===== src/rtl/sysid_timeout_ctr.sv =====
// -----------------------------------------------------------------------------
// sysid_timeout_ctr
//   16-bit saturating stall counter. Counts cycles with inc=1, returns to zero
//   on clear (clear has priority over inc).
// Ports:
//   clock    in   system clock
//   reset_n  in   synchronous active-low reset
//   clear    in   zero the counter this edge
//   inc      in   count one stalled cycle
//   count    out  current count
// -----------------------------------------------------------------------------
module sysid_timeout_ctr (
  input  logic        clock,
  input  logic        reset_n,
  input  logic        clear,
  input  logic        inc,
  output logic [15:0] count
);

  always_ff @(posedge clock) begin
    if (!reset_n) begin
      count <= 16'd0;
    end else if (clear) begin
      count <= 16'd0;
    end else if (inc && (count != 16'hFFFF)) begin
      count <= count + 16'd1;
    end
  end

endmodule


===== config.mk =====
export PLATFORM = sky130hd
export DESIGN_NAME = sysid_timeout_ctr
export DESIGN_NICKNAME = d
export VERILOG_FILES = /design/src/rtl/sysid_timeout_ctr.sv
export SDC_FILE = /design/constraint.sdc
export NUM_CORES = 1
export LEC_CHECK = 0
export BUFFER_PORTS_ARGS = -buffer_cell sky130_fd_sc_hd__buf_2
export CORE_UTILIZATION = 55
export DETAILED_ROUTE_END_ITERATION = 6
export GPL_TIMING_DRIVEN = 0
export PLACE_DENSITY = 0.81
export SLEW_MARGIN = 20
export SYNTH_ARGS = -nofsm -noshare
export SYNTH_HDL_FRONTEND = slang
export SYNTH_SLANG_ARGS = --single-unit
export TNS_END_PERCENT = 20

===== constraint.sdc =====
create_clock -name clock -period 4.4 [get_ports clock]
set_input_delay 1.32 -clock clock [delete_from_list [all_inputs] [get_ports clock]]
set_output_delay 1.32 -clock clock [all_outputs]
set_load 0.01 [all_outputs]

==> impl_metrics.json, run 1 <==
{
  "status": "completed",
  "clockBufferDepth": 2,
  "drtPass1Iterations": 5,
  "slew_headroom_pct": 67.8,
  "n_antenna_cell": 0,
  "cts_tree": "done",
  "gr-usage-all-layers_pct": 22.2,
  "clk_latency_ns": 0.28,
  "grt.busiest_layer": "met2",
  "required_ns": 3.08,
  "cts.sinks": 16,
  "end_kind": "output pin",
  "final_cells": 129,
  "grt_pass1_vias": 673,
  "cts_setup_buffers": 0,
  "dp.cells": 125,
  "setup_tns_ns": 0,
  "arrival_ns": 0.97,
  "synth_cells": 91,
  "yosys_warnings": 0,
  "drt_iter0_drc": 8,
  "use_met1_pct": 32.1,
  "critPathKind": "flip-flop to output pin",
  "setup_violations": 0,
  "p_leak_nw": 0.434,
  "largest_reg_flops": 16,
  "num-nets-final": 120,
  "period_needed_ns": 2.29,
  "regMostFlops": "count",
  "rsz0062_at_grt": "false",
  "crit_path_start_kind": "flip-flop",
  "hp-class": "flip-flop to flip-flop",
  "p_total_mw": 0.251,
  "finalCritPeriodShare_pct": 52.0,
  "clockRootBuffer": "clkbuf_4",
  "drc": 0,
  "crit_buf_inv": 1,
  "postSynthAreaPerCell_sq_um": 9.50,
  "worst_pin_slew_ns": 0.480,
  "power_density_nw_per_um2": 248,
  "synth.largest_area_cell": "dfxtp_1",
  "areaGrowthSynthToFinish_pct": 17.4,
  "drive_gt1_share_pct": 27.2,
  "cts_htree_levels": 1,
  "cts_resized": 0,
  "viasPerCell": 6.29,
  "setup_ws_ns": 2.11,
  "vias": 811,
  "syn_area_sq_um": 865,
  "synth_nets": 96,
  "die_area_sq_um": 1730,
  "post-dp-hpwl_mm": 1.30,
  "routed_wl_mm": 1.77,
  "slowest_stage": "dfxtp_1",
  "synth_seq_area_share_pct": 37.0,
  "gr-total-overflow": 0,
  "slew_violations": 0,
  "die_y_um": 41.6,
  "grt_util_met2_pct": 34.7,
  "drtAntennaViolNets": 0,
  "antenna_found_initial": 0,
  "initial_core_util_pct": 62.5,
  "port_buffers": 19,
  "cp_max_fo": 8,
  "drt-wirelength-per-cell_um": 13.8,
  "vdd_drop_max_mv": 0.211,
  "synth_top_area_share_pct": 37.0,
  "critical_path.top_delay_family": "flip-flops",
  "fmaxAchievable_mhz": 437,
  "coreArea_sq_um": 1380,
  "use_met3_pct": 3.04,
  "ys_types": 38,
  "crit_chain": "buf_2",
  "dp_worst_setup_slack_ns": 1.87,
  "largestRegisters": "count (16)",
  "design_area_sq_um": 1010,
  "num_io_pins": 20,
  "holdBufCountCts": 0,
  "clock_skew_ns": 0.00752,
  "cap_violations": 0,
  "place_area_sq_um": 978,
  "grt_pass1_wl_mm": 3.03,
  "globalplace.congestion": 0.807,
  "die_x_um": 41.6,
  "synth_area_leaders": "dfxtp_1 (37%), nand4_4 (4.9%), nor2_1 (4.3%)",
  "cts-buffers-inserted": 3,
  "grt_start_max_net_pins": 11,
  "ys_ff_latch": 16,
  "hold_viol": 0,
  "path_clk_slew_ns": 0.09,
  "crit_path_max_incr_delay_ns": 0.50,
  "rows": 13
}
[area by class of cell]
type / count / area [sq um]
tap: 15 / 18.8
inverter: 2 / 7.51
clock buffer: 4 / 36.3
sequential: 16 / 320
buffer: 1 / 3.75
timing repair buffer: 19 / 95.1
multi-input combinational: 72 / 533
fill: 110 / 368
[routing by layer]
| layer | share of wire [%] | routed length (um) |
|---|---|---|
| met3 | 3.9 | 69 |
| met5 | 0 | 0 |
| met1 | 48 | 845 |
| met4 | 0.96 | 17 |
| met2 | 47 | 842 |
[power by group]
part / internal, mW / switching (mW)
registers: 0.145 / 0.000629
logic: 0.00403 / 0.00540
clock network: 0.0502 / 0.0457
total: 0.200 / 0.0517
[placed cells by master, fill, tap and decap left out, types with 2 or more instances in the layout]
| master | netlist | final |
|---|---|---|
| clkbuf_4 | 0 | 3 |
| and4_2 | 2 | 2 |
| nor4_1 | 3 | 3 |
| nand3_1 | 4 | 4 |
| a21oi_1 | 4 | 4 |
| nand2b_1 | 2 | 2 |
| buf_2 | 0 | 19 |
| nand4_4 | 2 | 2 |
| dfxtp_1 | 16 | 16 |
| xor2_1 | 3 | 3 |
| nand4_1 | 2 | 2 |
| o311ai_0 | 2 | 2 |
| o41ai_1 | 2 | 2 |
| or3_1 | 2 | 2 |
| inv_1 | 2 | 2 |
| nand2_1 | 5 | 5 |
| nor2_1 | 10 | 10 |
| o31ai_1 | 2 | 2 |
| o21ai_0 | 4 | 4 |
| or4_1 | 2 | 2 |
| and2_1 | 3 | 3 |
[synth_stat cells]
cell	number
o311ai_0	2
o211a_1	1
o41ai_4	1
nand3_4	1
a41oi_1	1
or3_1	2
nand3_1	4
o2111ai_1	1
o31a_1	1
o41ai_1	2
clkbuf_1	1
o21ai_0	4
xor2_1	3
and3_1	1
inv_1	2
nand2b_1	2
and4_1	1
nor2b_1	1
mux2i_1	1
nor3_2	1
nand2_1	5
nor2_1	10
xnor2_1	1
nand4_4	2
o311ai_2	1
nor3_1	1
o31ai_1	2
ha_1	1
nor3b_1	1
nand4_1	2
or4_1	2
dfxtp_1	16
and4_2	2
o211ai_1	1
o21a_1	1
and2_1	3
a21oi_1	4
nor4_1	3
[stage by stage]
step	utilization, %	hold slack (ns)
2_1_floorplan	-	0.531
3_3_place_gp	70.8	0.501
3_5_place_dp	70.8	0.524
4_1_cts	73.4	0.548
5_1_grt	73.4	0.605
6_report	73.4	0.547
[logic make-up (layout without fill, tap and decap cells)]
kind of cell             after synthesis  count (layout)  share of synthesized area, %
AND/OR/NAND/NOR                       44              44                          33.6
AO/OA/AOI/OAI                         22              22                          21.4
buffers and inverters                  3              26                          1.30
adder cells (fa/ha/maj)                1               1                          1.45
multiplexers                           1               1                          1.16
flip-flops                            16              16                          37.0
XOR/XNOR                               4               4                          4.05
[worst paths after layout]
check            from         to  slack (ns)  depth (start not counted)
min          count[5]   count[5]        0.55                          2
max          count[3]   count[3]        2.11                          1
min reg2reg  count[5]   count[5]        0.55                          2
max reg2reg  count[0]  count[14]        2.77                          5
(Power assumes the default switching activity.)
==> run 2, diff against run 1 <==
- ABC_AREA: default -> 1
- CORE_UTILIZATION: 55 -> 47
- PLACE_DENSITY: 0.81 -> 0.73
- clock period: 4.4 -> 1.9 ns (I/O delays scaled with it)
==> impl_metrics.json, run 2 <==
{
  "crit_path_max_incr_delay_ns": 0.46,
  "slew_violations": 0,
  "grt_pass1_wl_mm": 3.59,
  "cts.sinks": 16,
  "num-nets-final": 182,
  "antenna_found_initial": 0,
  "required_ns": 1.33,
  "p_leak_nw": 0.413,
  "drt_iter0_drc": 29,
  "slew_headroom_pct": 74.4,
  "path_clk_slew_ns": 0.09,
  "crit_buf_inv": 1,
  "cts_htree_levels": 1,
  "end_kind": "output pin",
  "num_io_pins": 20,
  "yosys_warnings": 0,
  "die_y_um": 46.0,
  "routed_wl_mm": 2.12,
  "drc": 0,
  "synthArstFlopShare_pct": 0,
  "syn_area_sq_um": 911,
  "clockRootBuffer": "clkbuf_4",
  "synth_flop_cell": "dfxtp_1",
  "layout_commonest_cell": "nor2_1",
  "grt_pass1_vias": 838,
  "period_needed_ns": 1.48,
  "vdd_drop_max_mv": 0.324,
  "postSynthAreaPerCell_sq_um": 5.95,
  "reg2reg_slack_ns": 0.43,
  "die_area_sq_um": 2120,
  "synth_area_leaders": "dfxtp_1 (35%), nor2_1 (17%), nand2_1 (16%)",
  "hp-class": "flip-flop to flip-flop",
  "finalCritPeriodShare_pct": 77.9,
  "cts_resized": 0,
  "areaGrowthSynthToFinish_pct": 16.3,
  "clk_latency_ns": 0.28,
  "final_cell_mix": "nor2_1 (42), nand2_1 (40), buf_2 (22)",
  "crit_chain": "buf_2",
  "setup_violations": 0,
  "ys_types": 14,
  "cap_violations": 0,
  "synth_top_area_share_pct": 35.2,
  "holdBufCountCts": 0,
  "worst_pin_slew_ns": 0.383,
  "gr-usage-all-layers_pct": 23.2,
  "ys_ff_latch": 16,
  "regMostFlops": "count",
  "synth.largest_area_cell": "dfxtp_1",
  "largest_reg_flops": 16,
  "setup_ws_ns": 0.419,
  "synth_cells": 153,
  "synth_nets": 158,
  "hold_viol": 0,
  "status": "completed",
  "largestRegisters": "count (16)",
  "synth_most_common_cell": "nor2_1",
  "gr-total-overflow": 0,
  "die_x_um": 46.0,
  "drtAntennaViolNets": 0,
  "synth_edf_count": 0,
  "slowest_stage": "dfxtp_1",
  "drtPass1Iterations": 4,
  "hold_ws_ns": 0.535,
  "port_buffers": 19,
  "coreArea_sq_um": 1760,
  "synth_seq_area_share_pct": 35.2,
  "power_density_nw_per_um2": 510,
  "setup_tns_ns": 0,
  "synth_common_cells": "nor2_1 (42), nand2_1 (40), dfxtp_1 (16)",
  "cp_max_fo": 7,
  "grt_start_max_net_pins": 11,
  "arrival_ns": 0.91,
  "cts_tree": "done",
  "initial_core_util_pct": 51.6,
  "viasPerCell": 5.00,
  "n_antenna_cell": 0,
  "critical_path.top_delay_family": "flip-flops",
  "clock_skew_ns": 0.00184,
  "cts_setup_buffers": 0,
  "clockBufferDepth": 2,
  "rsz0062_at_grt": "false",
  "drive_gt1_share_pct": 16.6,
  "rows": 15,
  "vias": 999,
  "critPathKind": "flip-flop to output pin",
  "drt-wirelength-per-cell_um": 10.6,
  "fmaxAchievable_mhz": 675,
  "crit_path_start_kind": "flip-flop",
  "post-dp-hpwl_mm": 1.63,
  "globalplace.congestion": 0.833,
  "dp_worst_setup_slack_ns": 0.366,
  "cts-buffers-inserted": 3
}
## run 2: cell families (layout without fill, tap and decap cells)
| group | Yosys count | in the layout | synth area share (%) |
|---|---|---|---|
| AOI/OAI and AO/OA | 16 | 16 | 8.79 |
| adders and majority gates | 1 | 1 | 1.37 |
| and+or+nand+nor | 105 | 105 | 48.1 |
| buffers and inverters | 15 | 37 | 6.59 |
| DFF | 16 | 16 | 35.2 |
## run 2: metrics by stage
step | cell area (sq um) | total power, mW | util, % | cells
6_report | 1060 | 0.540 | 60.1 | 200
3_5_place_dp | 1040 | 0.375 | 58.8 | 197
4_1_cts | 1060 | 0.549 | 60.1 | 200
2_1_floorplan | 911 | 0.365 | - | 153
5_1_grt | 1060 | 0.562 | 60.1 | 200
3_3_place_gp | 1040 | 0.374 | 58.8 | 197
## run 2: path summary, 6_finish.rpt
check | startpoint | to | depth (start not counted)
worst min-delay path | count[9] | count[9] | 2
worst min register to register | count[9] | count[9] | 2
worst max-delay path | count[12] | count[12] | 1
worst max register to register | count[1] | count[15] | 7
## run 2: metal layers
| metal | GRT usage (%) | routed length [um] | vias to the layer above |
|---|---|---|---|
| met5 | 0 | 0 | - |
| met4 | 8.82 | 27 | 0 |
| met3 | 2.78 | 74 | 4 |
| li1 | - | - | 530 |
| met2 | 35.2 | 996 | 22 |
| met1 | 33.0 | 1020 | 443 |
## run 2: layout make-up
cell class | instances | area, sq um
timing repair buffer | 19 | 95.1
fill | 202 | 704
buffer | 3 | 15.0
clock buffer | 3 | 22.5
tap | 25 | 31.3
sequential | 16 | 320
multi-input combinational | 122 | 531
inverter | 12 | 45.0
## run 2: where the power goes
group          internal, mW  switching (mW)
combinational        0.0105          0.0179
sequential            0.337         0.00212
clock                0.0734          0.0995
